[src/rtl/f1_pkg.sv]
// Shared types and constants for the F1 start-lights controller and its helpers.
package f1_pkg;

  typedef enum logic [2:0] {
    IDLE,
    ARM,
    HOLD,
    GO,
    FAULT
  } ctrl_state_t;

  // Lights FSM positions 0..8.
  localparam int unsigned LIGHT_STEPS = 9;

  // Fibonacci taps for x^7 + x^6 + 1 (bits 6 and 5 of the shift register).
  localparam logic [31:0] LFSR7_TAPS = 32'h0000_0060;

endpackage

[src/rtl/f1_start_ctrl_if.sv]
// Trigger/button inputs and lights-FSM step/reaction outputs of the start controller.
interface f1_start_ctrl_if #(
  parameter int unsigned RT_W = 16
);

  logic            trigger;
  logic            react;
  logic            light_en;
  logic [3:0]      step_cnt;
  logic            busy;
  logic [RT_W-1:0] react_time;
  logic            react_valid;
  logic            jump_start;

  // master: the controller; slave: the integrating top (or bench).
  modport master (
    input  trigger, react,
    output light_en, step_cnt, busy, react_time, react_valid, jump_start
  );

  modport slave (
    output trigger, react,
    input  light_en, step_cnt, busy, react_time, react_valid, jump_start
  );

endinterface

[src/rtl/lfsr_gen.sv]
// Free-running Fibonacci LFSR, seeded to 1 on reset; never reaches the all-zero state.
module lfsr_gen #(
  parameter int unsigned     WIDTH = 7,
  parameter logic [WIDTH-1:0] TAPS = {2'b11, {(WIDTH-2){1'b0}}}
) (
  input  logic             clk,
  input  logic             rst,
  input  logic             enable,
  output logic [WIDTH-1:0] q
);

  logic [WIDTH-1:0] q_q;

  always_ff @(posedge clk or negedge rst) begin
    if (!rst) begin
      q_q <= WIDTH'(1);
    end else if (enable) begin
      q_q <= {q_q[WIDTH-2:0], ^(q_q & TAPS)};
    end
  end

  assign q = q_q;

endmodule

[src/rtl/f1_start_ctrl.sv]
// Start-lights sequencer: steps lamps 1..8, holds a pseudo-random delay, signals lights-out,
// then times the driver's reaction and unwinds the lights FSM on a jump start.
module f1_start_ctrl
  import f1_pkg::*;
#(
  parameter int unsigned TICK_DIV = 48,
  parameter int unsigned LFSR_W   = 7,
  parameter int unsigned RT_W     = 16
) (
  input  logic                   clk,
  input  logic                   rst,
  f1_start_ctrl_if.master        bus
);

  localparam int unsigned PW = (TICK_DIV > 1) ? $clog2(TICK_DIV) : 1;
  localparam logic [PW-1:0] TICK_MAX = PW'(TICK_DIV - 1);
  localparam logic [3:0]    LAST_STEP = 4'(LIGHT_STEPS - 1);

  ctrl_state_t     state_q, state_d;
  logic [PW-1:0]   presc_q, presc_d;
  logic            hold_entry_q, hold_entry_d;
  logic [3:0]      step_q, step_d;
  logic [LFSR_W-1:0] delay_q, delay_d;
  logic [RT_W-1:0] rt_q, rt_d;
  logic [RT_W-1:0] react_time_q, react_time_d;
  logic            react_valid_q, react_valid_d;
  logic            jump_q, jump_d;
  logic [LFSR_W-1:0] lfsr_q;
  logic            tick;
  logic            light_en;

  lfsr_gen #(
    .WIDTH (LFSR_W),
    .TAPS  (LFSR7_TAPS[LFSR_W-1:0])
  ) u_lfsr (
    .clk    (clk),
    .rst    (rst),
    .enable (1'b1),
    .q      (lfsr_q)
  );

  assign tick = (presc_q == TICK_MAX);

  always_comb begin
    state_d       = state_q;
    presc_d       = '0;
    hold_entry_d  = 1'b0;
    delay_d       = delay_q;
    rt_d          = rt_q;
    react_time_d  = react_time_q;
    react_valid_d = 1'b0;
    jump_d        = 1'b0;
    light_en      = 1'b0;

    unique case (state_q)
      IDLE: begin
        if (bus.trigger) state_d = ARM;
      end
      ARM: begin
        presc_d = tick ? '0 : presc_q + PW'(1);
        // A button press outranks a coincident tick so no lamp lights on a jump.
        if (bus.react) begin
          state_d = FAULT;
          jump_d  = 1'b1;
        end else if (tick) begin
          light_en = 1'b1;
          if (step_q == 4'd7) begin
            state_d      = HOLD;
            delay_d      = lfsr_q;
            hold_entry_d = 1'b1;
          end
        end
      end
      HOLD: begin
        // The first HOLD cycle only latches the delay; the prescaler restarts after it.
        presc_d = (hold_entry_q || tick) ? '0 : presc_q + PW'(1);
        if (bus.react) begin
          state_d = FAULT;
          jump_d  = 1'b1;
        end else if (tick) begin
          delay_d = delay_q - LFSR_W'(1);
          if (delay_q == LFSR_W'(1)) begin
            light_en = 1'b1;
            state_d  = GO;
            rt_d     = '0;
          end
        end
      end
      GO: begin
        if (rt_q != '1) rt_d = rt_q + RT_W'(1);
        if (bus.react) begin
          react_time_d  = rt_q;
          react_valid_d = 1'b1;
          state_d       = IDLE;
        end
      end
      FAULT: begin
        // Keep stepping the lights FSM until it wraps back to all-off.
        if (step_q != 4'd0) light_en = 1'b1;
        else                state_d  = IDLE;
      end
      default: state_d = IDLE;
    endcase

    step_d = step_q;
    if (light_en) step_d = (step_q == LAST_STEP) ? 4'd0 : step_q + 4'd1;
  end

  always_ff @(posedge clk or negedge rst) begin
    if (!rst) begin
      state_q       <= IDLE;
      presc_q       <= '0;
      hold_entry_q  <= 1'b0;
      step_q        <= 4'd0;
      delay_q       <= '0;
      rt_q          <= '0;
      react_time_q  <= '0;
      react_valid_q <= 1'b0;
      jump_q        <= 1'b0;
    end else begin
      state_q       <= state_d;
      presc_q       <= presc_d;
      hold_entry_q  <= hold_entry_d;
      step_q        <= step_d;
      delay_q       <= delay_d;
      rt_q          <= rt_d;
      react_time_q  <= react_time_d;
      react_valid_q <= react_valid_d;
      jump_q        <= jump_d;
    end
  end

  assign bus.light_en    = light_en;
  assign bus.step_cnt    = step_q;
  assign bus.busy        = (state_q != IDLE);
  assign bus.react_time  = react_time_q;
  assign bus.react_valid = react_valid_q;
  assign bus.jump_start  = jump_q;

endmodule

[src/flat_wrapper.sv]
// flat-port wrapper written by rule: the top's interface ports become plain ports
module f1_start_ctrl_flat import f1_pkg::*;
#(
  parameter int unsigned TICK_DIV = 48,
  parameter int unsigned LFSR_W   = 7,
  parameter int unsigned RT_W     = 16
)
  (clk, rst, bus_trigger, bus_react, bus_light_en, bus_step_cnt, bus_busy, bus_react_time, bus_react_valid, bus_jump_start);
  f1_start_ctrl_if #(.RT_W(RT_W)) bus_i ();
  input  logic clk;
  input  logic rst;
  input wire logic [$bits(bus_i.trigger)-1:0] bus_trigger;
  input wire logic [$bits(bus_i.react)-1:0] bus_react;
  output wire logic [$bits(bus_i.light_en)-1:0] bus_light_en;
  output wire logic [$bits(bus_i.step_cnt)-1:0] bus_step_cnt;
  output wire logic [$bits(bus_i.busy)-1:0] bus_busy;
  output wire logic [$bits(bus_i.react_time)-1:0] bus_react_time;
  output wire logic [$bits(bus_i.react_valid)-1:0] bus_react_valid;
  output wire logic [$bits(bus_i.jump_start)-1:0] bus_jump_start;
  assign bus_i.trigger = bus_trigger;
  assign bus_i.react = bus_react;
  assign bus_light_en = bus_i.light_en;
  assign bus_step_cnt = bus_i.step_cnt;
  assign bus_busy = bus_i.busy;
  assign bus_react_time = bus_i.react_time;
  assign bus_react_valid = bus_i.react_valid;
  assign bus_jump_start = bus_i.jump_start;
  f1_start_ctrl #(.TICK_DIV(TICK_DIV), .LFSR_W(LFSR_W), .RT_W(RT_W)) u_core (.clk(clk), .rst(rst), .bus(bus_i));
endmodule
[config.mk]
export PLATFORM = sky130hd
export DESIGN_NAME = f1_start_ctrl_flat
export DESIGN_NICKNAME = d
export VERILOG_FILES = /design/src/rtl/f1_pkg.sv /design/src/rtl/f1_start_ctrl_if.sv /design/src/rtl/lfsr_gen.sv /design/src/rtl/f1_start_ctrl.sv /design/src/flat_wrapper.sv
export SDC_FILE = /design/constraint.sdc
export NUM_CORES = 1
export LEC_CHECK = 0
export ABC_AREA = 0
export BUFFER_PORTS_ARGS = -buffer_cell sky130_fd_sc_hd__buf_4
export CAP_MARGIN = 20
export CORE_MARGIN = 2
export CORE_UTILIZATION = 55
export DETAILED_ROUTE_END_ITERATION = 6
export GPL_ROUTABILITY_DRIVEN = 0
export MAX_ROUTING_LAYER = met4
export PLACE_DENSITY = 0.82
export SLEW_MARGIN = 20
export SYNTH_ARGS = -nofsm -noshare
export SYNTH_HDL_FRONTEND = slang
export SYNTH_HIERARCHICAL = 1
export SYNTH_SLANG_ARGS = --single-unit
export TNS_END_PERCENT = 100
[constraint.sdc]
create_clock -name clk -period 2.2 [get_ports clk]
set_input_delay 0.33 -clock clk [delete_from_list [all_inputs] [get_ports clk]]
set_output_delay 0.33 -clock clk [all_outputs]
set_load 0.01 [all_outputs]
==> Flow_metrics.wiki <==
{| class="wikitable"
! Metric !! Value
|-
| Highest clock rate || 0.471 GHz
|-
| TritonCTS clock tree || yes
|-
| Critical Path Source Type || register
|-
| Total detailed-routing wirelength || about 6.5 mm
|-
| Layout cell share with drive strength beyond 1 || 22.3%
|-
| Remaining global-route overflow || 0
|-
| Final setup fails || 0
|-
| Slew at the pin closest to its max-slew limit || between 0.7 and 0.8 ns
|-
| Placement Cell Area || roughly 3400 um2
|-
| GRT met1 Usage || between 20% and 30%
|-
| Final HPWL DP || between 4 and 5 mm
|-
| Initial core utilization || a little under three fifths
|-
| GRT met3 Usage || just over 4%
|-
| Worst R2R Path Depth || 7
|-
| Final-report hold violation count || 0
|-
| I/O pin count || 28
|-
| Count of buffers inserted at the top-level ports || 27
|-
| Dominant register cell in the synthesized netlist || dfrtp_1
|-
| Filler instances || 450
|-
| Relative area change from synthesis to final layout || 15.6%
|-
| Met2 Usage GRT || a little over a third
|-
| Post-DR vias/cell || 5.89
|-
| Number of library cell types mapped by synthesis || 62
|-
| Worst path arrival time || around 1.8 ns
|-
| Post-layout minimum cycle time || approximately 2.1 ns
|-
| Nets@finish || 354
|-
| Horizontal extent of the die || roughly 80 um
|-
| Peak supply drop || slightly above 0.8 mV
|-
| Initial detailed-routing violation count || around 140
|-
| Sequential fraction of the synthesis area || between 40% and 50%
|-
| Routed vias || between 2000 and 2500
|-
| Slew margin rel. || ~50%
|-
| Count of flip-flops with a built-in enable after synthesis || 0
|-
| Via count of the first global-routing pass || about 2400
|-
| CTS clk-pin slew, worst paths || 0.07 ns
|-
| # clock sinks || 62
|-
| Clock H-tree levels || 3
|-
| Antenna violations before repair || 0
|-
| Final core utilization || between 60 and 70%
|-
| Place WS || approximately 0.33 ns
|-
| Final cycle utilization of the critical path || a little over nine tenths
|-
| CTS Hold Bufs || 0
|-
| Yosys warning total || 6
|-
| Largest net degree at the start of global routing || between 60 and 70
|-
| Instance count of the mapped netlist || 313
|-
| Remaining antenna violation count after routing || 0
|-
| Startpoint-to-endpoint class of the critical path || reg -> out
|-
| Total standard cell area after synthesis || 3190 um2
|-
| Outcome || finished, final reports clean
|-
| Standard cell core area || approximately 5500 um2
|-
| Die Y-Extent || roughly 80 um
|-
| Smallest setup slack after layout || ~0.075 ns
|-
| Number of cell rows || 27
|-
| Type of the most critical hold path || in -> async
|-
| Max-slew violation count || 0
|-
| Gr usage total || 21.9%
|-
| Count of maximum capacitance violations || 0
|-
| Critical Path RT || roughly 1.9 ns
|-
| Latest clock arrival within the worst-skew pair || roughly 0.34 ns
|-
| Share of flip-flops with an asynchronous set or reset after synthesis || 100%
|-
| WL/cell || 15.4 um
|-
| Kind of capture point of the worst setup path || primary output
|-
| Deepest clock path buffer count || 2
|-
| Total negative slack for setup checks || 0 ns
|-
| Root cell of the clock tree || clkbuf_8
|-
| Largest driver fanout on the critical path || 11
|-
| Syn Nets || 323
|-
| Die area || around 6400 um2
|-
| Global-route wire length before repair || approximately 11 mm
|-
| Number of optimization iterations in the first detailed-route pass || 5
|-
| Number of inserted diodes || 0
|-
| Final design instance area without fill || 3680 um2
|-
| Syn_area_per_cell || 10.2 um2
|-
| DRC || 0
|-
| Number of clock buffers inserted by TritonCTS || 9
|-
| Cell leakage power || between 1.5 and 2 nW
|-
| Power per Cell Area || 856 nW/um2
|-
| Busiest grt layer || met2
|-
| Number of register bits inferred by synthesis || 62
|-
| Worst clock skew on the final layout || roughly 0.0064 ns
|}
cell usage after synthesis (2+ instances only):
cell       count  share of area, %
nand2_1       26               3.1
a2bb2oi_1      2              0.55
mux2_4         6               2.8
nand3b_1       2              0.47
o21a_1         3              0.71
mux2i_1        6               1.9
o211ai_1       3              0.71
xnor2_1        6               1.6
dfrtp_1       61                48
nand3_1       17               2.7
nand4_1        3              0.59
nor2b_1        4              0.79
or3_1          5              0.98
nor3b_1        2              0.47
nor2_1        25               2.9
nor3_1         9               1.4
a211o_1        3              0.82
nor4_1         2              0.39
buf_6          3               1.1
a31oi_1        6               1.2
ha_1           6               2.4
o22ai_1        4              0.79
a21oi_1        4              0.63
inv_1         17               2.0
o21ai_0       20               3.1
and4_1         4               1.1
nor4b_1        2              0.55
clkbuf_1       5              0.59
buf_2          6              0.94
or4_1          2              0.47
o31ai_1        3              0.71
and3_1         3              0.59
a311o_1        2              0.63
nand2b_1       3              0.59
a21o_1         3              0.71
o221ai_1       2              0.55
mux2_2         8               2.8
metal layers:
metal	vias to the layer above	part of all wire (%)
met5	-	0
met1	1216	44
li1	1192	-
met3	8	5.1
met2	64	50
met4	0	0.93
final timing paths:
| path | startpoint | to | slack [ns] |
|---|---|---|---|
| max in group asynchronous | rst | u_core/state_q[2] | 1.61 |
| setup reg to reg | u_core/delay_q[1] | u_core/rt_q[13] | 0.25 |
| min in group clk | bus_react | u_core/state_q[1] | 0.32 |
| hold reg to reg | u_core/presc_q[0] | u_core/presc_q[0] | 0.46 |
| setup / recovery | u_core/state_q[0] | bus_light_en | 0.07 |
| hold / removal | rst | u_core/bus.react_valid | 0.06 |
registers in the layout, indices dropped and copies added, names as in the netlist:
signal                  count
u_core/bus.react_time      16
u_core/rt_q                16
u_core/delay_q              7
u_core/u_lfsr/q             7
u_core/presc_q              6
u_core/bus.step_cnt         4
u_core/state_q              3
u_core/bus.jump_start       1
u_core/bus.react_valid      1
u_core/hold_entry_q         1
repair_timing:
| item | in CTS | in global routing |
|---|---|---|
| resized for setup | 1 | 8 |
| endpoints found under the setup margin | 1 | 1 |
| buffers inserted | 0 | 2 |
| pin swaps | 0 | 1 |
through the flow:
step	hold slack [ns]	cells	total power, mW
6_report	0.0600	421	3.15
5_1_grt	0.126	421	3.31
4_1_cts	0.0863	419	3.13
3_5_place_dp	0.453	403	2.12
3_3_place_gp	0.434	403	2.09
2_1_floorplan	0.0344	313	1.92
worst max-delay path, cell delays in order, from the launching register on:
cell and delay [ns]:
dfrtp_2 0.48, or3b_4 0.44, a21o_1 0.21, o21a_1 0.14, inv_2 0.08, buf_4 0.12
cell usage in the layout, fill, tap and decap left out, types with 4 or more instances in the layout:
cell      Yosys  final
clkbuf_8      0     10
inv_1        17     16
o21ai_0      20     20
nor2b_1       4      4
nand2_1      26     26
o22ai_1       4      4
mux2i_1       6      6
nand3_1      17     16
xnor2_1       6      6
a21oi_1       4      4
mux2_2        8      8
nor3_1        9      9
mux2_4        6      6
dfrtp_1      61     58
buf_4         0     34
a31oi_1       6      5
and4_1        4      4
nor2_1       25     25
ha_1          6      6
or3_1         5      5
where the power goes:
group | internal (mW) | switching, mW
clock | 0.554 | 0.447
combinational | 0.371 | 0.328
sequential | 1.28 | 0.172
layout make-up:
type / instances / area, um2 / area share [%]
clock buffers: 11 / 141 / 3.84
flip-flops and latches: 62 / 1560 / 42.3
repair buffers: 34 / 255 / 6.93
inverters: 18 / 67.6 / 1.83
well taps: 72 / 90.1 / 2.45
multi-input cells: 219 / 1510 / 41.1
clock inverters: 5 / 58.8 / 1.60
logic make-up (layout without fill, tap and decap cells):
kind of cell               Yosys count  after routing  synth area share, %
and+or+nand+nor                    116            116                 19.4
AOI/OAI and AO/OA                   68             68                 14.9
DFF                                 62             62                 48.7
buffers and inverters               32             68                 4.71
muxes                               21             21                 7.89
xor gates and xnor gates             7              7                 1.92
adders and majority gates            6              6                 2.36
other                                1              1                0.118
No activity file was read; power rests on OpenSTA's default activity.
